<file path="src/rtl/fir_mac_sequencer.sv">
// Time-multiplexed FIR: one sample per handshake, a single multiply-accumulate stepped
// over every tap, saturated registered output with a one-cycle valid pulse.
module fir_mac_sequencer #(
    parameter int SIZE      = 8,
    parameter int NUM_COEFF = 4,
    parameter int SHIFT     = 0
) (
    input  logic                         clk,
    input  logic                         rst_n,
    input  logic [SIZE-1:0]              sample_in,
    input  logic                         sample_valid,
    output logic                         sample_ready,
    input  logic                         flush,
    input  logic                         coeff_we,
    input  logic [$clog2(NUM_COEFF)-1:0] coeff_sel,
    input  logic [SIZE-1:0]              coeff_data,
    output logic [SIZE-1:0]              y_n,
    output logic                         y_valid,
    output logic                         busy
);

    localparam int TW    = $clog2(NUM_COEFF);
    localparam int PW    = 2 * SIZE;
    localparam int ACC_W = PW + TW;

    typedef enum logic [1:0] {IDLE, MAC, DONE} state_t;

    state_t            state, state_nxt;
    logic [SIZE-1:0]   x_dl     [NUM_COEFF];
    logic [SIZE-1:0]   c_shadow [NUM_COEFF];
    logic [SIZE-1:0]   c_act    [NUM_COEFF];
    logic [TW-1:0]     tap;
    logic [ACC_W-1:0]  acc;
    logic [PW-1:0]     prod;
    logic              accept;
    logic              last_tap;
    logic              sel_ok;

    function automatic logic [SIZE-1:0] sat(input logic [ACC_W-1:0] a);
        logic [ACC_W-1:0] s;
        s = a >> SHIFT;
        if (|s[ACC_W-1:SIZE])
            return {SIZE{1'b1}};
        return s[SIZE-1:0];
    endfunction

    assign accept       = (state == IDLE) && sample_valid && !flush;
    assign last_tap     = (tap == TW'(NUM_COEFF - 1));
    assign prod         = PW'(c_act[tap]) * PW'(x_dl[tap]);
    assign sel_ok       = ({{(32-TW){1'b0}}, coeff_sel} < 32'(NUM_COEFF));
    assign sample_ready = (state == IDLE);
    assign busy         = (state != IDLE);

    always_ff @(posedge clk or negedge rst_n) begin
        if (!rst_n)
            state <= IDLE;
        else
            state <= state_nxt;
    end

    always_comb begin
        state_nxt = state;
        if (flush) begin
            state_nxt = IDLE;
        end else begin
            case (state)
                IDLE:    if (sample_valid) state_nxt = MAC;
                MAC:     if (last_tap)     state_nxt = DONE;
                DONE:    state_nxt = IDLE;
                default: state_nxt = IDLE;
            endcase
        end
    end

    // Shadow bank is written in any state; flush never touches it.
    always_ff @(posedge clk or negedge rst_n) begin
        if (!rst_n) begin
            for (int k = 0; k < NUM_COEFF; k++)
                c_shadow[k] <= '0;
        end else if (coeff_we && sel_ok) begin
            c_shadow[coeff_sel] <= coeff_data;
        end
    end

    always_ff @(posedge clk or negedge rst_n) begin
        if (!rst_n) begin
            for (int k = 0; k < NUM_COEFF; k++) begin
                x_dl[k]  <= '0;
                c_act[k] <= '0;
            end
            acc     <= '0;
            tap     <= '0;
            y_n     <= '0;
            y_valid <= 1'b0;
        end else begin
            y_valid <= 1'b0;
            if (flush) begin
                for (int k = 0; k < NUM_COEFF; k++)
                    x_dl[k] <= '0;
                acc <= '0;
                tap <= '0;
            end else begin
                case (state)
                    IDLE: begin
                        if (accept) begin
                            for (int k = NUM_COEFF - 1; k > 0; k--)
                                x_dl[k] <= x_dl[k-1];
                            x_dl[0] <= sample_in;
                            // Snapshot keeps the in-flight result immune to shadow writes.
                            for (int k = 0; k < NUM_COEFF; k++)
                                c_act[k] <= c_shadow[k];
                            acc <= '0;
                            tap <= '0;
                        end
                    end
                    MAC: begin
                        acc <= acc + ACC_W'(prod);
                        tap <= last_tap ? '0 : tap + 1'b1;
                    end
                    DONE: begin
                        y_n     <= sat(acc);
                        y_valid <= 1'b1;
                    end
                    default: ;
                endcase
            end
        end
    end

endmodule

</file>
<file path="config.mk">
export PLATFORM = sky130hd
export DESIGN_NAME = fir_mac_sequencer
export DESIGN_NICKNAME = d
export VERILOG_FILES = /design/src/rtl/fir_mac_sequencer.sv
export SDC_FILE = /design/constraint.sdc
export NUM_CORES = 1
export LEC_CHECK = 0
export ABC_AREA = 1
export BUFFER_PORTS_ARGS = -buffer_cell sky130_fd_sc_hd__buf_2
export CORE_UTILIZATION = 55
export DETAILED_ROUTE_END_ITERATION = 6
export HOLD_SLACK_MARGIN = 0.02
export PLACE_DENSITY_LB_ADDON = 0.2
export SYNTH_ARGS = -nofsm -noshare
export SYNTH_HDL_FRONTEND = slang
export SYNTH_SLANG_ARGS = --single-unit
</file>
<file path="constraint.sdc">
create_clock -name clk -period 13.3 [get_ports clk]
set_input_delay 2.66 -clock clk [delete_from_list [all_inputs] [get_ports clk]]
set_output_delay 2.66 -clock clk [all_outputs]
set_load 0.01 [all_outputs]
</file>
---- After elaboration in Yosys (flattened, before gate mapping) ----
Index checks and enable logic that the tools add are counted.
cells by class
  multiply operators ...................... 1
  reduce and logical (&&, ||, !) cells .... 15
  mux-type cells .......................... 30
  equal/unequal tests ..................... 6
  add/sub/neg operators ................... 2
  $lt $le $gt $ge ......................... 3
  bitwise logic cells ..................... 3
operators by type and width
  operator                                                                  number
  32-bit 2-to-1 mux                                                         3
  8-bit 2-to-1 mux                                                          7
  18-bit 2-to-1 mux                                                         2
  18-bit case mux with 2 select lines                                       1
  8-bit binary-select mux with 2-bit select                                 2
  32-bit bitwise mux                                                        1
  18-bit by 16-bit adder with 18-bit output                                 1
  8-bit demux with 2-bit select                                             1
  8-bit by 8-bit multiplier with 16-bit output                              1
  2-bit 2-to-1 mux                                                          6
  10-bit OR reduction                                                       1
  2-bit case mux with 2 select lines                                        2
  2-bit AND reduction                                                       4
  3-bit greater-or-equal comparator (second input constant)                 2
  2-bit inverter with 3-bit output                                          2
  2-bit nonzero test                                                        3
  1-bit 2-to-1 mux                                                          5
  2-bit == test (second input constant)                                     2
  1-bit logical AND                                                         3
  3-bit by 1-bit < comparator with 1-bit output (second input constant)     1
  3-bit by 1-bit inequality test with 1-bit output (second input constant)  1
  3-bit by 2-bit inequality test with 1-bit output (second input constant)  1
  3-bit inequality test (second input constant)                             1
  3-bit AND reduction                                                       1
  other kinds (6)                                                           6
word-level totals
  word-level logic and storage cells ...... 77
  output and inout bits ................... 11
  flip-flop bits (word level) ............. 127
  input bits .............................. 23

---- Depth between registers and ports, before layout ----
Gate-level depths: netlist of the first run.
  depth after elaboration ................. 8
  mapped depth ............................ 24
  depth with buffers taken out ............ 24

---- Least setup slack after synthesis of the first run ----
No wires, ideal clock.
  path type ............................... register to register
  start point ............................. register tap[1]
  end point ............................... register acc[17]
  buffers on the path ..................... 1
  stages on the path, launching flop included .. 22
  required time ........................... 13183 ps
  arrival time ............................ 4355 ps
  slack ................................... 8828 ps
  library setup time ...................... 117 ps
  period minus slack after synthesis ...... 4472 ps
  cell sequence ........................... dfrtp_1 inv_1 clkbuf_1 a21oi_1 a32oi_1 nand2_1 fa_1 fa_1 inv_1 fa_1 inv_1 fa_1 inv_1 ha_1 nand2_1 inv_1 nand2_1 nand3_1 nand2_1 nand3_1 nand3_1 nand2_1
on the way
  longest elaborated chain between the ends .. 8
  elaborated cells between the ends (all ways) .. 11
  those cells by class .................... 1 x add/sub; 1 x mul; 8 x mux; 1 x bitwise
RTL lines
  item                                                        RTL line  RTL
  start: declaration                                          32        logic [TW-1:0] tap;
  start signal: assignment                                    118       tap <= last_tap ? '0 : tap + 1'b1;
  2-bit inverter with 3-bit output (not written as such) (*)  49        assign prod = PW'(c_act[tap]) * PW'(x_dl[tap]);
  8-bit binary-select mux with 2-bit select                   49
  8-bit 2-to-1 mux (not written as such) (2 in a row)         49
  8-bit by 8-bit multiplier with 16-bit output (*)            49
  18-bit by 16-bit adder with 18-bit output (*)               117       acc <= acc + ACC_W'(prod);
  18-bit case mux with 2 select lines (*)                     103       case (state)
  18-bit 2-to-1 mux (*)                                       97        if (flush) begin
  end signal: assignment                                      117
  end: declaration                                            33        logic [ACC_W-1:0] acc;
Every way passes the cells marked *; elsewhere a longest branch is shown, timed or not. The select of a mux whose other input is x is not followed.
A chain may end at the register's enable or synchronous reset.

---- Worst setup path after layout of the first run ----
Same ends and word-level chain as after synthesis.

==> results.cfg, run 1 <==
[outcome]
status = complete, no violations

[logic_synthesis]
syn_nets = 1119
synth_area_mm2 = 0.00815
ys_seq_area_share_pct = 39.0
ys_warn_count = 0
ys_ff_latch = 127
ys_async_sr_fraction_pct = 100
syn_avg_cell_area_um2 = 8.10
synth-edff-count = 0
synth_cell_types = 33
synthFlopType = dfrtp_1
netlist_instances = 1005

[detailed_routing]
drc_errors = 0
met3_wirelength_um = 764
route.vias.total = 6368
wire_per_inst_um = 14.9
drtIter0Drc = 464
drt_pass1_iterations = 5
drt-met1-wl_um = 8500
antenna_left = 0
drt-total-wl_um = 18300
topRoutingLayerUsed = met4
wl_met2_um = 8540
avgViaCountPerCell = 5.18

[final_layout]
final_common_cell = nand2_1
mostFrequentLayoutCells = nand2_1 (268), inv_1 (199), dfrtp_1 (127)
n_antenna_cell = 0
drive_gt1_share_pct = 9.37
area_growth_pct = 10.2
layout.nets = 1147
fillers = 1297
utilization_pct = 62.0

[cts]
tritoncts = built
root_buffer = clkbuf_16
numCtsBuffers = 17
cts_resized = 0
insertion_delay_ps = 430
clk_pin_slew_ps = 70
postCtsHoldBufs = 0
clock-sinks = 127
clockBufferDepth = 2
htree_levels = 4
post_cts.repair.setup_buffers = 0

[global_route]
antenna_found_initial = 0
grt_pass1_vias = 6151
grt_max_degree = 70
grt_pass1_wl_um = 30900
gr-total-overflow = 0
track_usage_pct = 26.8

[setup_path]
cp_max_fo = 31
worstSetupPathType = reg2reg
r2r_setup_slack_ps = 7630
required_ps = 13610
crit_path_end_kind = register
r2r_cells = 21
arrival_ps = 5990
rr_endpoint = acc[17]$_DFFE_PN0P_
critPathLaunchType = register
r2r_start = tap[1]$_DFFE_PN0P_

[place]
gp_congestion = 0.930
hpwl_um = 13100
io_buffers = 33

[timing]
hold_viol = 0
period_share_pct = 42.7
maxSlewViolCount = 0
finalSetupViolations = 0
hold-worst-slack_ps = 470
clock-skew-final_ps = 11.6
fin_setup_tns_ps = 0
max_freq_mhz = 176
worst_pin_slew_ps = 1120
rsz0062_at_grt = no
slew_headroom_pct = 25.4
min_period_ps = 5670

[floorplan]
io_pins = 34
dieArea_mm2 = 0.0153
die_h_um = 124
die_w_um = 124
core_area_mm2 = 0.0145
core.rowCount = 44
start_util_pct = 56.3

[power]
finalPower_mw = 1.27
ir_worst_vdd_mv = 0.103
p_leak_nw = 4.76
power_density_mw_per_mm2 = 141

[worst_hold_path]
hold_path.class = reg2reg
holdPathStages = 2
worst_hold_path.endpoint = c_act[21]$_DFFE_PN0P_
hp-start = c_act[21]$_DFFE_PN0P_

[flow_run]
maxCapViolations = 0
==> cell type report <==
class                   instances  area, um^2  area share, %
multi-input cells             636        4000           44.6
flip-flops and latches        127        3180           35.4
inverters                     215         807           8.99
clock buffers                  19         433           4.82
well taps                     184         230           2.57
repair buffers                 36         190           2.12
clock inverters                13         133           1.48
==> Yosys cell counts (13+ instances only) <==
| library cell | instances | area, um^2 |
|---|---|---|
| nand2_1 | 268 | 1010 |
| inv_1 | 199 | 747 |
| dfrtp_1 | 127 | 3180 |
| nor2_1 | 83 | 312 |
| o21ai_0 | 71 | 355 |
| fa_1 | 50 | 1000 |
| ha_1 | 41 | 513 |
| a21oi_1 | 35 | 175 |
| nand3_1 | 32 | 160 |
| o22ai_1 | 19 | 119 |
| inv_2 | 16 | 60.1 |
| buf_2 | 13 | 65.1 |
==> routing by layer <==
| metal | up-vias | GRT usage, % |
|---|---|---|
| li1 | 3147 | - |
| met1 | 3036 | 36.8 |
| met2 | 152 | 41.8 |
| met3 | 33 | 5.95 |
| met4 | 0 | 10.1 |
| met5 | - | 0 |
==> sequential cells by signal, indices dropped and copies added (netlist names) <==
register,cells
c_act,32
y_valid,1
acc,18
y_n,8
tap,2
state,2
x_dl,32
c_shadow,32
==> how the worst max path moves through the flow <==
stage	to	start	cells after the start
global placement	acc[17]$_DFFE_PN0P_	tap[1]$_DFFE_PN0P_	20
detailed placement	acc[17]$_DFFE_PN0P_	tap[1]$_DFFE_PN0P_	21
floorplan	acc[17]$_DFFE_PN0P_	tap[1]$_DFFE_PN0P_	21
finish	acc[17]$_DFFE_PN0P_	tap[1]$_DFFE_PN0P_	21
global route	acc[17]$_DFFE_PN0P_	tap[1]$_DFFE_PN0P_	21
CTS	acc[17]$_DFFE_PN0P_	tap[1]$_DFFE_PN0P_	21
==> stage by stage <==
stage | setup slack [ps] | instance area (um^2) | std cells
after floorplan | 8830 | 8150 | 1005
after global placement | 7800 | 8410 | 1198
after detailed placement | 7750 | 8410 | 1198
after CTS | 7700 | 8970 | 1230
after global routing | 7320 | 8970 | 1230
final | 7630 | 8970 | 1230
==> worst max-delay path, stage by stage (launching register included) <==
cell     delay, ps
dfrtp_1        410
inv_1          820
a21oi_1         90
a32oi_1        620
nand2_1        190
fa_1           550
fa_1           560
inv_1           60
fa_1           520
inv_1           50
fa_1           520
inv_1           40
ha_1           350
nand2_1        110
nor2_1         100
nand2_1         50
nand3_1        140
nand2_1         90
nand2_1         70
nand2_1         40
nand3_1         70
nand2_1         60
==> kinds of logic after synthesis <==
logic type / Yosys count / share of synthesized area, %
XOR/XNOR: 2 / 0.215
adder cells (fa/ha/maj): 91 / 18.6
flip-flops: 127 / 39.0
AO/OA/AOI/OAI: 144 / 10.6
AND/OR/NAND/NOR: 399 / 19.8
buffers and inverters: 242 / 11.9
==> power by group <==
part / switching (mW) / total, mW / internal (mW)
clock network: 0.188 / 0.450 / 0.261
registers: 0.0274 / 0.464 / 0.436
logic: 0.237 / 0.355 / 0.118
No activity file was read; power rests on OpenSTA's default activity.
==> run 2, diff against run 1 <==
==> constraint.sdc (replaced) <==
create_clock -name clk -period 4.55 [get_ports clk]
set_input_delay 0.91 -clock clk [delete_from_list [all_inputs] [get_ports clk]]
set_output_delay 0.91 -clock clk [all_outputs]
set_load 0.01 [all_outputs]
==> run 2 against run 1 <==
  * Utilization grew 7.4 points
  * The run now ends with negative setup slack left
  * Power grew to 3.3 times the previous value
  * Clock-buffer cell count shrank 1
  * Largest power group is now combinational cells
  * Clock skew is 2.6 ps lower
  * Wire length up 7.7%
==> results.cfg, run 2 (same netlist as run 1, synthesis figures left out) <==
[timing]
min_period_ps = 4610
rsz0062_at_grt = yes
worst_slack_ps = -60.3
worst_pin_slew_ps = 935
slew_headroom_pct = 37.6
finalSetupViolations = 4
fin_setup_tns_ps = -161
maxSlewViolCount = 0
clock-skew-final_ps = 9.06
period_share_pct = 101
max_freq_mhz = 217
hold_viol = 0

[outcome]
violations = negative setup slack
status = finished with violations

[floorplan]
dieArea_mm2 = 0.0153
die_w_um = 124
core_area_mm2 = 0.0145
start_util_pct = 56.3
die_h_um = 124
core.rowCount = 44
io_pins = 34

[worst_hold_path]
hold_path.class = reg2reg
hp-start = c_shadow[5]$_DFFE_PN0P_

[place]
io_buffers = 33
gp_congestion = 0.895
dp_cells = 1247
hpwl_um = 13200

[detailed_routing]
avgViaCountPerCell = 5.19
wire_per_inst_um = 15.2
antenna_left = 0
drc_errors = 0
drt_pass1_iterations = 5
route.vias.total = 6720
drtIter0Drc = 409
drt-total-wl_um = 19700

[power]
power_density_mw_per_mm2 = 416
combPwrFrac_pct = 37.1
p_leak_nw = 5.19
p_switching_mw = 1.49
ir_worst_vdd_mv = 0.364
p_sw_share_pct = 35.7
power.share.clock_pct = 30.3
p_int_mw = 2.69
p_seq_share_pct = 32.6
finalPower_mw = 4.18

[global_route]
track_usage_pct = 27.0
grt_pass1_wl_um = 30800
antenna_found_initial = 0
grt_max_degree = 72
grt_pass1_vias = 6291
gr-total-overflow = 0

[setup_path]
critPathLaunchType = register
arrival_ps = 4930
r2r_start = tap[0]$_DFFE_PN0P_
r2r_setup_slack_ps = -60
setup.worst_path.start = tap[0]$_DFFE_PN0P_
crit_path_end_kind = register
cp_max_fo = 7
worstSetupPathType = reg2reg
required_ps = 4870

[flow_run]
maxCapViolations = 0

[cts]
tritoncts = built
htree_levels = 4
root_buffer = clkbuf_16
clockBufferDepth = 2
numCtsBuffers = 17
clk_pin_slew_ps = 60
clock-sinks = 127
insertion_delay_ps = 430
postCtsHoldBufs = 0

[final_layout]
layout.nets = 1214
drive_gt1_share_pct = 24.7
mostFrequentLayoutCells = nand2_1 (234), inv_1 (181), dfrtp_1 (126)
instances_no_fill = 1296
area_growth_pct = 23.2
final_common_cell = nand2_1
top_regs = c_act: 32 flops, c_shadow: 32 flops, x_dl: 32 flops
n_antenna_cell = 0
-- run 2: path summary, 6_finish.rpt --
check | end | cells after the start
worst min register to register | c_act[5]$_DFFE_PN0P_ | 2
worst max register to register | acc[16]$_DFFE_PN0P_ | 24
max in group asynchronous | c_shadow[2]$_DFFE_PN0P_ | 2
min in group asynchronous | y_n[4]$_DFFE_PN0P_ | 1
worst min-delay path | c_act[5]$_DFFE_PN0P_ | 2
worst max-delay path | acc[16]$_DFFE_PN0P_ | 24
-- run 2: what timing repair did --
action | CTS | global route
pin swaps | 6 | 61
cloned | 1 | 3
setup endpoints to repair | 11 | 12
setup buffers | 3 | 12
gates resized for setup | 29 | 114
-- run 2: power by group through the flow --
stage / registers, mW / logic [mW] / clock network, mW
2_1_floorplan: 1.36 / 0.764 / 0
3_3_place_gp: 1.37 / 1.15 / 0
3_5_place_dp: 1.38 / 1.17 / 0
4_1_cts: 1.36 / 1.31 / 1.29
5_1_grt: 1.38 / 1.71 / 1.33
6_report: 1.36 / 1.55 / 1.27
-- run 2: cell type report --
class	instances	area [um^2]
multi-input cells	636	4460
fillers	1152	4440
flip-flops and latches	127	3180
repair buffers	103	810
inverters	215	810
clock buffers	18	429
well taps	184	230
clock inverters	13	118
-- run 2: stage by stage --
step / cell area (um^2) / hold WS (ps) / util (%) / worst slack (ps)
after CTS: 9610 / 470 / 66.4 / -0.622
after global placement: 8820 / 454 / 60.9 / -189
final: 10000 / 469 / 69.3 / -60.3
after detailed placement: 8820 / 456 / 60.9 / -223
after global routing: 10000 / 496 / 69.3 / -246
after floorplan: 8150 / 442 / - / 78.1
-- run 2: critical path: stages (launching register included) --
cell and delay (ps):
dfrtp_2 470, buf_6 160, clkbuf_16 160, nor2_4 100, inv_2 40, a32oi_2 220, buf_6 190, inv_2 60
nor2_2 110, fa_1 440, fa_2 530, inv_1 50, fa_1 390, fa_1 510, inv_1 60, ha_4 290
nand2_1 100, nor2_2 120, inv_1 70, nor2_2 130, nand2_2 70, nand2_1 60, nand2_1 40, nand3_1 60
nand2_1 50
-- run 2: metal layers --
| metal | vias to the layer above | track usage, % | wire (um) | part of all wire (%) |
|---|---|---|---|---|
| li1 | 3283 | - | - | - |
| met1 | 3253 | 35.1 | 8640 | 44 |
| met2 | 145 | 44.8 | 9770 | 49 |
| met3 | 39 | 5.08 | 747 | 3.8 |
| met4 | 0 | 10.2 | 590 | 3.0 |
| met5 | - | 0 | 0 | 0 |
